[src/rtl/axis_bram_slave.sv]
// AXI stream slave that collects one FFT frame into the sample BRAM and then
// starts the FFT core. The stream is held off while the core owns the memory.
module axis_bram_slave #(
  parameter int SAMPLE_WIDTH = 16,
  parameter int FFT_SIZE     = 4096,
  parameter int REAL_INPUT   = 1,
  parameter int BIT_REVERSE  = 1
) (
  input  logic                          clk,
  input  logic                          reset_n,
  input  logic                          s_axis_tvalid,
  output logic                          s_axis_tready,
  input  logic [2*SAMPLE_WIDTH-1:0]     s_axis_tdata,
  input  logic                          s_axis_tlast,
  output logic [$clog2(FFT_SIZE)-1:0]   axis_s2mem_waddr,
  output logic [2*SAMPLE_WIDTH-1:0]     axis_s2mem_wdata,
  output logic                          axis_s2mem_wen,
  output logic                          fft_go,
  input  logic                          fft_busy,
  output logic                          axis_bram_slave_busy,
  output logic                          frame_err
);

  localparam int DATA_WIDTH = 2 * SAMPLE_WIDTH;
  localparam int ADDR_WIDTH = $clog2(FFT_SIZE);
  localparam logic [ADDR_WIDTH-1:0] LAST_INDEX = ADDR_WIDTH'(FFT_SIZE - 1);
  localparam logic [DATA_WIDTH-1:0] KEEP_MASK =
    (REAL_INPUT != 0) ? {{SAMPLE_WIDTH{1'b1}}, {SAMPLE_WIDTH{1'b0}}} : {DATA_WIDTH{1'b1}};

  typedef enum logic [3:0] {
    FILL       = 4'b0001,
    GO         = 4'b0010,
    WAIT_START = 4'b0100,
    WAIT_DONE  = 4'b1000
  } state_t;

  state_t                  state_reg;
  logic [ADDR_WIDTH-1:0]   count_reg;
  logic [ADDR_WIDTH-1:0]   count_rev;
  logic [ADDR_WIDTH-1:0]   addr_next;
  logic [DATA_WIDTH-1:0]   wdata_next;
  logic                    handshake;
  logic                    at_last;

  genvar gi;
  for (gi = 0; gi < ADDR_WIDTH; gi++) begin : g_rev
    assign count_rev[gi] = count_reg[ADDR_WIDTH-1-gi];
  end

  // tready is gated by reset_n so it stays low while reset is held.
  assign s_axis_tready        = (state_reg == FILL) & reset_n;
  assign handshake            = s_axis_tvalid & s_axis_tready;
  assign at_last              = (count_reg == LAST_INDEX);
  assign addr_next            = (BIT_REVERSE != 0) ? count_rev : count_reg;
  assign wdata_next           = s_axis_tdata & KEEP_MASK;
  assign fft_go               = (state_reg == GO);
  assign axis_bram_slave_busy = !((state_reg == FILL) && (count_reg == '0));

  always_ff @(posedge clk or negedge reset_n) begin
    if (!reset_n) begin
      state_reg        <= FILL;
      count_reg        <= '0;
      axis_s2mem_wen   <= 1'b0;
      axis_s2mem_waddr <= '0;
      axis_s2mem_wdata <= '0;
      frame_err        <= 1'b0;
    end else begin
      axis_s2mem_wen <= handshake;
      frame_err      <= 1'b0;
      if (handshake) begin
        axis_s2mem_waddr <= addr_next;
        axis_s2mem_wdata <= wdata_next;
      end
      case (state_reg)
        FILL: begin
          if (handshake) begin
            if (at_last) begin
              // A missing tlast is flagged, but the full frame still goes out.
              state_reg <= GO;
              count_reg <= '0;
              frame_err <= ~s_axis_tlast;
            end else if (s_axis_tlast) begin
              count_reg <= '0;
              frame_err <= 1'b1;
            end else begin
              count_reg <= count_reg + ADDR_WIDTH'(1);
            end
          end
        end
        GO:         state_reg <= WAIT_START;
        WAIT_START: if (fft_busy)  state_reg <= WAIT_DONE;
        WAIT_DONE:  if (!fft_busy) state_reg <= FILL;
        default:    state_reg <= FILL;
      endcase
    end
  end

endmodule

[config.mk]
export PLATFORM = sky130hd
export DESIGN_NAME = axis_bram_slave
export DESIGN_NICKNAME = d
export VERILOG_FILES = /design/src/rtl/axis_bram_slave.sv
export SDC_FILE = /design/constraint.sdc
export NUM_CORES = 1
export LEC_CHECK = 0
export ABC_CLOCK_PERIOD_IN_PS = 2740
export CAP_MARGIN = 25
export CORE_MARGIN = 1.5
export CORE_UTILIZATION = 36
export DETAILED_ROUTE_END_ITERATION = 6
export GPL_ROUTABILITY_DRIVEN = 0
export PLACE_DENSITY_LB_ADDON = 0.2
export SYNTH_ARGS = -nofsm -noshare
export SYNTH_HDL_FRONTEND = slang
export SYNTH_SLANG_ARGS = --single-unit
[constraint.sdc]
create_clock -name clk -period 2.74 [get_ports clk]
set_clock_uncertainty 0.05 [all_clocks]
set_input_delay 0.685 -clock clk [delete_from_list [all_inputs] [get_ports clk]]
set_output_delay 0.685 -clock clk [all_outputs]
set_load 0.01 [all_outputs]
==> results.py <==
metrics = {
    "finish": {
        "largest_reg_flops": 16,
        "layoutNonFillerInstCount": 363,
        "antenna-diode-count": 0,
        "drive_above_1_share_pct": 5.84,
        "area_growth_pct": 30.8,
        "final_cell_mix": "nand2_1, clkdlybuf4s50_1, dfrtp_1",
        "final_common_cell": "nand2_1",
        "nFillCells": 552,
        "nNetsFinal": 330,
        "design_area_um2": 2780,
        "finish.utilization_pct": 49.5,
    },
    "global_route": {
        "grt_pass1_wl_mm": 7.77,
        "grt_max_degree": 30,
        "grt_antenna_before_repair": 0,
        "first_global_vias": 1685,
        "overflow": 0,
        "grt_usage_pct": 15.7,
    },
    "logic_synthesis": {
        "postSynthAreaPerCell_um2": 9.15,
        "ys_ff_latch": 46,
        "synth_cell_type_count": 32,
        "ys.flop_type": "dfrtp_1",
        "ys_seq_area_share_pct": 54.3,
        "async_reset_ff_share_pct": 100,
        "netlist_area_um2": 2120,
        "synth_cells": 232,
        "synth-edff-count": 0,
        "yosys_warnings": 0,
    },
    "clocking": {
        "postCtsSetupRepairBufs": 0,
        "cts.clk_slew.worst_paths_ns": 0.08,
        "hold_buffers": 0,
        "htree_levels": 2,
        "cts_resized": 0,
        "cts_root_buf": "clkbuf_8",
        "cts_sinks": 46,
        "cts_tree": "done",
        "cts_made_buffers": 5,
        "cts_buffer_depth": 2,
        "clkLatencyLatePin_ns": 0.29,
    },
    "detailed_routing": {
        "dr.pass1.iters": 4,
        "viasPerCell": 4.72,
        "post_drt_wl_per_cell_um": 12.0,
        "drt_iter0_drc": 102,
        "ant_nets": 0,
        "num_vias": 1715,
        "wirelength_mm": 4.37,
        "drc": 0,
    },
    "worst_setup_path": {
        "cp-start-kind": "flop",
        "critPathKind": "flop to output port",
        "worstPathMaxFanout": 5,
        "arrival_ns": 1.85,
        "crit_chain": "nor4b_4 -> and2_1 -> clkdlybuf4s50_1",
        "cp-end-kind": "output port",
        "slowest_stage": "dfstp_2",
        "required_ns": 2.01,
        "cpPeakStageDelay_ns": 0.58,
    },
    "run_status": {
        "status": "finished, final reports clean",
    },
    "floorplanning": {
        "num_rows": 27,
        "io_pins": 86,
        "start_util_pct": 37.9,
        "die_area_um2": 6370,
        "core_area_um2": 5610,
        "fp.dieW_um": 79.8,
        "die_y_um": 79.8,
    },
    "power_and_ir_drop": {
        "max-vdd-ir-drop_mv": 0.300,
        "p_leak_nw": 1.32,
        "power_density_nw_per_um2": 498,
    },
    "timing": {
        "final-hold-violation-count": 0,
        "period_needed_ns": 2.59,
        "fmax_mhz": 386,
        "rsz0062_at_grt": "false",
        "slew_violations": 0,
        "period_share_pct": 94.5,
        "fin_setup_tns_ns": 0,
        "final-setup-viol-count": 0,
        "setup_slack_ns": 0.151,
    },
    "place": {
        "preCtsSetupSlack_ns": 0.248,
        "placed_area_um2": 2700,
        "dp_cells": 356,
        "port_buffers": 53,
        "hpwl_mm": 3.08,
    },
    "hold_path": {
        "hold_class": "input port to async pin",
    },
    "job": {
        "cap_violations": 0,
    },
}
==> cells in the mapped netlist (4+ instances only) <==
cell type | number | area (um2)
nand2_1 | 83 | 312
nor2_1 | 5 | 18.8
nand3_1 | 5 | 25.0
o21ai_0 | 13 | 65.1
a21oi_1 | 7 | 35.0
or3_1 | 4 | 25.0
inv_1 | 6 | 22.5
clkbuf_1 | 5 | 18.8
nand4_1 | 6 | 37.5
buf_4 | 16 | 120
dfrtp_1 | 45 | 1130
==> final timing paths <==
path | from | endpoint | slack, ns | depth (start not counted)
setup / recovery | state_reg[0] | s_axis_tready | 0.15 | 3
hold / removal | reset_n | axis_s2mem_waddr[1] | 0.38 | 2
setup reg to reg | state_reg[0] | count_reg[3] | 0.47 | 6
hold reg to reg | axis_s2mem_wdata[22] | axis_s2mem_wdata[22] | 0.42 | 2
max in group asynchronous | reset_n | axis_s2mem_waddr[8] | 1.96 | 2
min in group clk | axis_s2mem_wdata[22] | axis_s2mem_wdata[22] | 0.42 | 2
==> final cells by class <==
class	instances	area, um2	area share (%)
Clock buffer	7	76.3	2.75
Tap cell	72	90.1	3.24
Multi-Input combinational cell	172	856	30.8
Timing Repair Buffer	60	581	20.9
Inverter	6	22.5	0.811
Sequential cell	46	1150	41.5
==> cell families after synthesis <==
family / count (synthesis) / synth area share [%]
other: 1 / 0.177
and+or+nand+nor: 124 / 27.5
DFF: 46 / 54.3
adders and majority gates: 2 / 1.18
buffers and inverters: 29 / 8.07
AOI/OAI and AO/OA: 25 / 6.72
xor gates and xnor gates: 5 / 2.06
==> per-stage QoR <==
| stage | hold slack, ns | power [mW] |
|---|---|---|
| floorplan | 0.339 | 0.878 |
| CTS | 0.400 | 1.40 |
| global placement | 0.408 | 1.02 |
| global route | 0.410 | 1.47 |
| detailed placement | 0.412 | 1.02 |
| finish | 0.379 | 1.38 |
==> report_power, final <==
part / switching, mW / internal (mW) / total [mW]
registers: 0.0292 / 0.723 / 0.752
clock network: 0.205 / 0.176 / 0.381
logic: 0.120 / 0.130 / 0.250
total: 0.354 / 1.03 / 1.38
==> critical path, delay by kind of cell, from the launching register on <==
family / cells / cell delay, ns
flops: 1 / 0.58
simple gates: 2 / 0.46
buf+inv: 1 / 0.53
==> layer usage <==
metal	vias up	share of wire, %	track usage (%)
li1	862	-	-
met1	788	47	20.0
met2	55	44	25.1
met3	10	6.6	4.46
met4	0	1.8	6.03
met5	-	0	0
No activity file was read; power rests on OpenSTA's default activity.
